<file path="config.mk">
export PLATFORM = sky130hd
export DESIGN_NAME = game_referee_flat
export DESIGN_NICKNAME = d
export VERILOG_FILES = /design/src/rtl/game_pkg.sv /design/src/rtl/game_referee_if.sv /design/src/rtl/win_tally.sv /design/src/rtl/game_referee.sv /design/src/flat_wrapper.sv
export SDC_FILE = /design/constraint.sdc
export NUM_CORES = 1
export LEC_CHECK = 0
export CORE_AREA = 4 4 48 50
export CTS_BUF_LIST = sky130_fd_sc_hd__clkbuf_16
export CTS_CLUSTER_SIZE = 8
export DETAILED_ROUTE_END_ITERATION = 8
export DIE_AREA = 0 0 52 54
export PLACE_DENSITY = 0.89
export SYNTH_ARGS = -nofsm -noshare
export SYNTH_HDL_FRONTEND = slang
export SYNTH_SLANG_ARGS = --single-unit
</file>
<file path="constraint.sdc">
create_clock -name clk -period 2.6 [get_ports clk]
set_input_delay 0.52 -clock clk [delete_from_list [all_inputs] [get_ports clk]]
set_output_delay 0.52 -clock clk [all_outputs]
set_load 0.01 [all_outputs]
</file>
<file path="src/rtl/game_pkg.sv">
// Shared types and constants for the match referee and its tally counters.
package game_pkg;

  localparam int unsigned TallyW = 4;

  typedef enum logic [1:0] {
    WHO_NONE   = 2'b00,
    WHO_LOSER  = 2'b01,
    WHO_WINNER = 2'b10,
    WHO_BAD    = 2'b11
  } who_t;

  typedef enum logic [1:0] {
    StIdle,
    StPlay,
    StClearing,
    StDone
  } ref_state_t;

endpackage

</file>
<file path="src/rtl/game_referee_if.sv">
// Referee-to-counter/host signal bundle; timeout exists only with REFEREE_TIMEOUT_EN.
interface game_referee_if import game_pkg::*; ();

  logic              start_match;
  logic              gameover;
  logic [1:0]        who;
  logic              counter_clear;
  logic [TallyW-1:0] loser_wins;
  logic [TallyW-1:0] winner_wins;
  logic              match_done;
  logic [1:0]        match_winner;
  logic              bad_who;
`ifdef REFEREE_TIMEOUT_EN
  logic              timeout;
`endif

  modport master (
    output start_match, gameover, who,
    input  counter_clear, loser_wins, winner_wins, match_done, match_winner, bad_who
`ifdef REFEREE_TIMEOUT_EN
    , input timeout
`endif
  );

  modport slave (
    input  start_match, gameover, who,
    output counter_clear, loser_wins, winner_wins, match_done, match_winner, bad_who
`ifdef REFEREE_TIMEOUT_EN
    , output timeout
`endif
  );

endinterface

</file>
<file path="src/rtl/win_tally.sv">
// Per-side game counter: synchronous clear, increment enable, saturates at Limit.
module win_tally import game_pkg::*; #(
  parameter int unsigned Limit = 3
) (
  input  logic              clk,
  input  logic              rst,
  input  logic              clear,
  input  logic              inc,
  output logic [TallyW-1:0] count
);

  always_ff @(posedge clk) begin
    if (rst || clear) begin
      count <= '0;
    end else if (inc && (count != TallyW'(Limit))) begin
      count <= count + 1'b1;
    end
  end

endmodule

</file>
<file path="src/rtl/game_referee.sv">
// Best-of-N match referee driving the game counter's clear input.
// Optional watchdog enabled by defining REFEREE_TIMEOUT_EN.
module game_referee import game_pkg::*; #(
  parameter int unsigned GAMES_TO_WIN = 3,
  parameter int unsigned CLEAR_CYCLES = 2
`ifdef REFEREE_TIMEOUT_EN
  , parameter int unsigned TIMEOUT_CYCLES = 1024
`endif
) (
  input logic           clk,
  input logic           rst,
  game_referee_if.slave bus
);

  localparam int unsigned ClrW = $clog2(CLEAR_CYCLES + 1);

  ref_state_t        state;
  logic              gameover_q;
  logic [ClrW-1:0]   clear_cnt;
  logic              counter_clear_q;
  logic              match_done_q;
  logic [1:0]        match_winner_q;
  logic              bad_who_q;
  logic [TallyW-1:0] loser_cnt;
  logic [TallyW-1:0] winner_cnt;

  logic game_end;
  logic who_valid;
  logic tally_clear;
  logic loser_full;
  logic winner_full;

  assign game_end    = (state == StPlay) && bus.gameover && !gameover_q;
  assign who_valid   = (bus.who == WHO_LOSER) || (bus.who == WHO_WINNER);
  assign tally_clear = bus.start_match && ((state == StIdle) || (state == StDone));
  assign loser_full  = (loser_cnt == TallyW'(GAMES_TO_WIN));
  assign winner_full = (winner_cnt == TallyW'(GAMES_TO_WIN));

`ifdef REFEREE_TIMEOUT_EN
  localparam int unsigned WdW = $clog2(TIMEOUT_CYCLES + 1);
  logic [WdW-1:0] wdog;
  logic           timeout_q;
  assign bus.timeout = timeout_q;
`endif

  win_tally #(.Limit(GAMES_TO_WIN)) u_loser_tally (
    .clk   (clk),
    .rst   (rst),
    .clear (tally_clear),
    .inc   (game_end && (bus.who == WHO_LOSER)),
    .count (loser_cnt)
  );

  win_tally #(.Limit(GAMES_TO_WIN)) u_winner_tally (
    .clk   (clk),
    .rst   (rst),
    .clear (tally_clear),
    .inc   (game_end && (bus.who == WHO_WINNER)),
    .count (winner_cnt)
  );

  always_ff @(posedge clk) begin
    if (rst) begin
      state           <= StIdle;
      gameover_q      <= 1'b0;
      clear_cnt       <= '0;
      counter_clear_q <= 1'b1;
      match_done_q    <= 1'b0;
      match_winner_q  <= WHO_NONE;
      bad_who_q       <= 1'b0;
`ifdef REFEREE_TIMEOUT_EN
      wdog            <= '0;
      timeout_q       <= 1'b0;
`endif
    end else begin
      bad_who_q  <= 1'b0;
      gameover_q <= bus.gameover;
      unique case (state)
        StIdle: begin
          counter_clear_q <= 1'b1;
          if (bus.start_match) begin
            state     <= StClearing;
            clear_cnt <= ClrW'(CLEAR_CYCLES - 1);
`ifdef REFEREE_TIMEOUT_EN
            timeout_q <= 1'b0;
`endif
          end
        end
        StPlay: begin
          if (game_end) begin
            state           <= StClearing;
            counter_clear_q <= 1'b1;
            clear_cnt       <= ClrW'(CLEAR_CYCLES - 1);
            bad_who_q       <= !who_valid;
          end
`ifdef REFEREE_TIMEOUT_EN
          else if (wdog == WdW'(TIMEOUT_CYCLES - 1)) begin
            state           <= StClearing;
            counter_clear_q <= 1'b1;
            clear_cnt       <= ClrW'(CLEAR_CYCLES - 1);
            timeout_q       <= 1'b1;
          end else begin
            wdog <= wdog + 1'b1;
          end
`endif
        end
        StClearing: begin
          if (clear_cnt == '0) begin
            if (loser_full || winner_full) begin
              state          <= StDone;
              match_done_q   <= 1'b1;
              match_winner_q <= loser_full ? WHO_LOSER : WHO_WINNER;
            end else begin
              state           <= StPlay;
              counter_clear_q <= 1'b0;
              // A gameover already high on entry must not look like a new edge.
              gameover_q      <= 1'b1;
`ifdef REFEREE_TIMEOUT_EN
              wdog            <= '0;
`endif
            end
          end else begin
            clear_cnt <= clear_cnt - 1'b1;
          end
        end
        StDone: begin
          counter_clear_q <= 1'b1;
          if (bus.start_match) begin
            state          <= StClearing;
            clear_cnt      <= ClrW'(CLEAR_CYCLES - 1);
            match_done_q   <= 1'b0;
            match_winner_q <= WHO_NONE;
`ifdef REFEREE_TIMEOUT_EN
            timeout_q      <= 1'b0;
`endif
          end
        end
        default: state <= StIdle;
      endcase
    end
  end

  assign bus.counter_clear = counter_clear_q;
  assign bus.loser_wins    = loser_cnt;
  assign bus.winner_wins   = winner_cnt;
  assign bus.match_done    = match_done_q;
  assign bus.match_winner  = match_winner_q;
  assign bus.bad_who       = bad_who_q;

endmodule

</file>
<file path="src/flat_wrapper.sv">
// flat-port wrapper written by rule: the top's interface ports become plain ports
module game_referee_flat import game_pkg::*;
#(
  parameter int unsigned GAMES_TO_WIN = 3,
  parameter int unsigned CLEAR_CYCLES = 2

)
  (clk, rst, bus_start_match, bus_gameover, bus_who, bus_counter_clear, bus_loser_wins, bus_winner_wins, bus_match_done, bus_match_winner, bus_bad_who);
  game_referee_if bus_i ();
  input logic clk;
  input logic rst;
  input wire logic [$bits(bus_i.start_match)-1:0] bus_start_match;
  input wire logic [$bits(bus_i.gameover)-1:0] bus_gameover;
  input wire logic [$bits(bus_i.who)-1:0] bus_who;
  output wire logic [$bits(bus_i.counter_clear)-1:0] bus_counter_clear;
  output wire logic [$bits(bus_i.loser_wins)-1:0] bus_loser_wins;
  output wire logic [$bits(bus_i.winner_wins)-1:0] bus_winner_wins;
  output wire logic [$bits(bus_i.match_done)-1:0] bus_match_done;
  output wire logic [$bits(bus_i.match_winner)-1:0] bus_match_winner;
  output wire logic [$bits(bus_i.bad_who)-1:0] bus_bad_who;
  assign bus_i.start_match = bus_start_match;
  assign bus_i.gameover = bus_gameover;
  assign bus_i.who = bus_who;
  assign bus_counter_clear = bus_i.counter_clear;
  assign bus_loser_wins = bus_i.loser_wins;
  assign bus_winner_wins = bus_i.winner_wins;
  assign bus_match_done = bus_i.match_done;
  assign bus_match_winner = bus_i.match_winner;
  assign bus_bad_who = bus_i.bad_who;
  game_referee #(.GAMES_TO_WIN(GAMES_TO_WIN), .CLEAR_CYCLES(CLEAR_CYCLES)) u_core (.clk(clk), .rst(rst), .bus(bus_i));
endmodule
</file>
==> flow_summary_export.csv <==
group,metric,value,unit
logic_synthesis,yosysTopAreaCell,"dfxtp_1",
setup_path,r2r-start,"u_core.u_loser_tally.count[0]",
clocking,cts_tree,"done",
logic_synthesis,yosys_warnings,0,
logic_synthesis,synth_top_flop_cell,"dfxtp_1",
logic_synthesis,synthAdderAreaFrac,0.107,
logic_synthesis,synth-simple-area-share,0.247,
flow_run,drv_cap,0,
logic_synthesis,synth_common_cells,"dfxtp_1 (18), inv_1 (11), nor2_1 (9)",
placed_design,dpl.hpwl,1530,µm
finish,diodes,0,
floorplanning,die_y,54,µm
sta,slew_headroom,0.743,
hold_path,min_from,"u_core.bus.match_winner[1]",
setup_path,critPathCaptureType,"flop",
logic_synthesis,yosysMostFrequentCell,"dfxtp_1",
placed_design,dp.cells,146,
global_route,grt_pass1_vias,807,
clocking,worstSkewPairLatency,250,ps
logic_synthesis,synthXorXnorAreaFrac,0.0374,
logic_synthesis,synth_seq_cells,18,
sta,fin_tns_setup,0,ps
detailed_routing,drt_iter0_markers,17,
logic_synthesis,synthTopCellsByArea,"dfxtp_1 (39%), ha_1 (11%), inv_1 (4.4%), a21oi_1 (3.7%), nor2_1 (3.6%)",
setup_path,startpoint,"bus_gameover",
detailed_routing,vias,832,
setup_path,crit_arrival,1960,ps
setup_path,critical_path.max_stage_delay,540,ps
setup_path,critical_path_class,"primary input to flop",
clocking,cts_root_buffer,"clkbuf_16",
sta,hold_viol,0,
sta,maxSlewViolCount,0,
floorplanning,rows,16,
global_route,grt_max_degree,13,
logic_synthesis,netlist_area,936,µm²
finish,nets,138,
logic_synthesis,synth_compound_area_frac,0.136,
logic_synthesis,yosysSeqAreaShare,0.385,
clocking,clock_sinks,18,
global_route,track_usage,0.157,
global_route,overflow,0,
setup_path,cp_cell_sequence,"clkdlybuf4s50_1 > nand2b_1 > a21oi_2 > a21oi_1 > a311oi_1",
sta,setup_viol,0,
detailed_routing,via_per_inst,5.55,
setup_path,crit_required,2740,ps
logic_synthesis,synth_top_family_by_area,"simple AND/OR/NAND/NOR gates",
clocking,cts.clk_slew.worst_paths,50,ps
detailed_routing,routed_wl,2010,µm
global_route,grt_pass1_wl,3320,µm
global_route,antenna_found_initial,0,
floorplanning,die_x,52,µm
finish,area_growth,30.2,%
logic_synthesis,syn_nets,117,
status,status,"completed",
clocking,cts_hold_buf,0,
logic_synthesis,yosysTopAreaCellShare,0.385,
power_and_ir_drop,peakVddDrop,0.000475,V
power_and_ir_drop,power.density,866,nW/µm²
floorplanning,core-area,1900,µm²
finish,finalNonFillerCells,150,
placed_design,gp_congestion,0.860,
clocking,clk_path_buf_depth,2,
finish,layout-drive-gt1-share,0.0650,
sta,fin_crit_sh,0.698,
clocking,cts-resized-gates,0,
floorplanning,ios,19,
sta,rsz0062_at_grt,"no",
setup_path,cp-start-kind,"primary input",
sta,max_freq,0.551,GHz
logic_synthesis,synth.avg_cell_area,9.09,µm²
logic_synthesis,synth-edff-count,0,
floorplanning,start_util,0.492,
hold_path,hold_path.class,"flop to flop",
setup_path,critPathSlowestCell,"clkdlybuf4s50_1",
detailed_routing,ant_nets,0,
sta,period_needed,1810,ps
detailed_routing,avgRoutedWirePerCell,13.4,µm
logic_synthesis,synth.distinct_cells,33,
detailed_routing,drc,0,
detailed_routing,first_pass_iters,4,
clocking,cts_post_setup_buffers_inserted,0,
placed_design,portBuffers,18,
logic_synthesis,syn_inst,103,
floorplanning,die-area,2810,µm²
logic_synthesis,muxShareOfSynthArea,0.0321,
sta,worstMarginPinSlew,380,ps
logic_synthesis,async_flop_share,0,
sta,skew,2.12,ps
clocking,h-tree-depth,1,
clocking,cts_made_buffers,3,
power_and_ir_drop,leakage,0.483,nW
setup_path,path_max_fanout,8,
layer usage:
layer	track usage	vias up	part of all wire	wire length, µm
li1	-	406	-	-
met1	0.173	381	0.43	861
met2	0.278	34	0.49	992
met3	0.0249	11	0.046	93
met4	0.100	0	0.033	66
met5	0	-	0	0
sequential cells by signal, indices dropped and copies added, names as in the netlist:
register                     flops
u_core.bus.counter_clear         1
u_core.u_winner_tally.count      4
u_core.u_loser_tally.count       4
u_core.bus.match_done            1
u_core.clear_cnt                 2
u_core.bus.bad_who               1
u_core.state                     2
u_core.gameover_q                1
u_core.bus.match_winner          2
layout make-up:
type                       count  area [µm²]
fill                         146         683
clock buffer                   3        75.1
tap                           27        33.8
inverter                      11        41.3
clock inverter                 1        3.75
timing repair buffer          18         180
sequential                    18         360
multi-input combinational     72         524
metrics by stage:
step / instance area [µm²] / setup WS [ps] / total power [mW] / utilization / hold slack [ps]
global placement: 1140 / 605 / 0.723 / 0.599 / 454
detailed placement: 1140 / 571 / 0.747 / 0.599 / 468
finish: 1220 / 785 / 1.06 / 0.641 / 478
CTS: 1220 / 805 / 1.06 / 0.641 / 480
global route: 1220 / 717 / 1.13 / 0.641 / 493
floorplan: 936 / 923 / 0.635 / - / 484
worst max-delay path: cells and delay by family:
kind / cells / cell delay [ps]
compound gates: 3 / 750
buf+inv: 1 / 540
simple gates: 1 / 150
final timing paths:
kind,to,slack [ps],depth (start not counted)
setup / recovery,u_core.state[1],790,5
hold / removal,u_core.bus.match_winner[1],480,1
setup reg to reg,u_core.bus.match_winner[1],830,5
hold reg to reg,u_core.bus.match_winner[1],480,1
power by group:
part | internal, mW | leakage [nW] | switching (mW)
Clock | 0.204 | 0.0385 | 0.103
Sequential | 0.326 | 0.147 | 0.0369
Combinational | 0.174 | 0.298 | 0.210
logic make-up (layout without fill, tap and decap cells):
| logic type | after synthesis | after routing |
|---|---|---|
| xor+xnor | 4 | 4 |
| compound gates | 17 | 17 |
| mux | 3 | 3 |
| fa+ha+maj | 8 | 8 |
| flops | 18 | 18 |
| buf+inv | 13 | 33 |
| simple gates | 40 | 40 |
placed cells by master, fill, tap and decap left out, drive strengths merged, types with 3 or more instances in the layout:
master,Yosys,routed
a21oi,8,8
dfxtp,18,18
mux2i,3,3
inv,11,11
clkbuf,0,3
ha,8,8
nor2b,3,3
clkdlybuf4s50,0,18
nor2,9,9
nand4b,3,3
nand2,8,8
nand4,4,4
No activity file was read; power rests on OpenSTA's default activity.
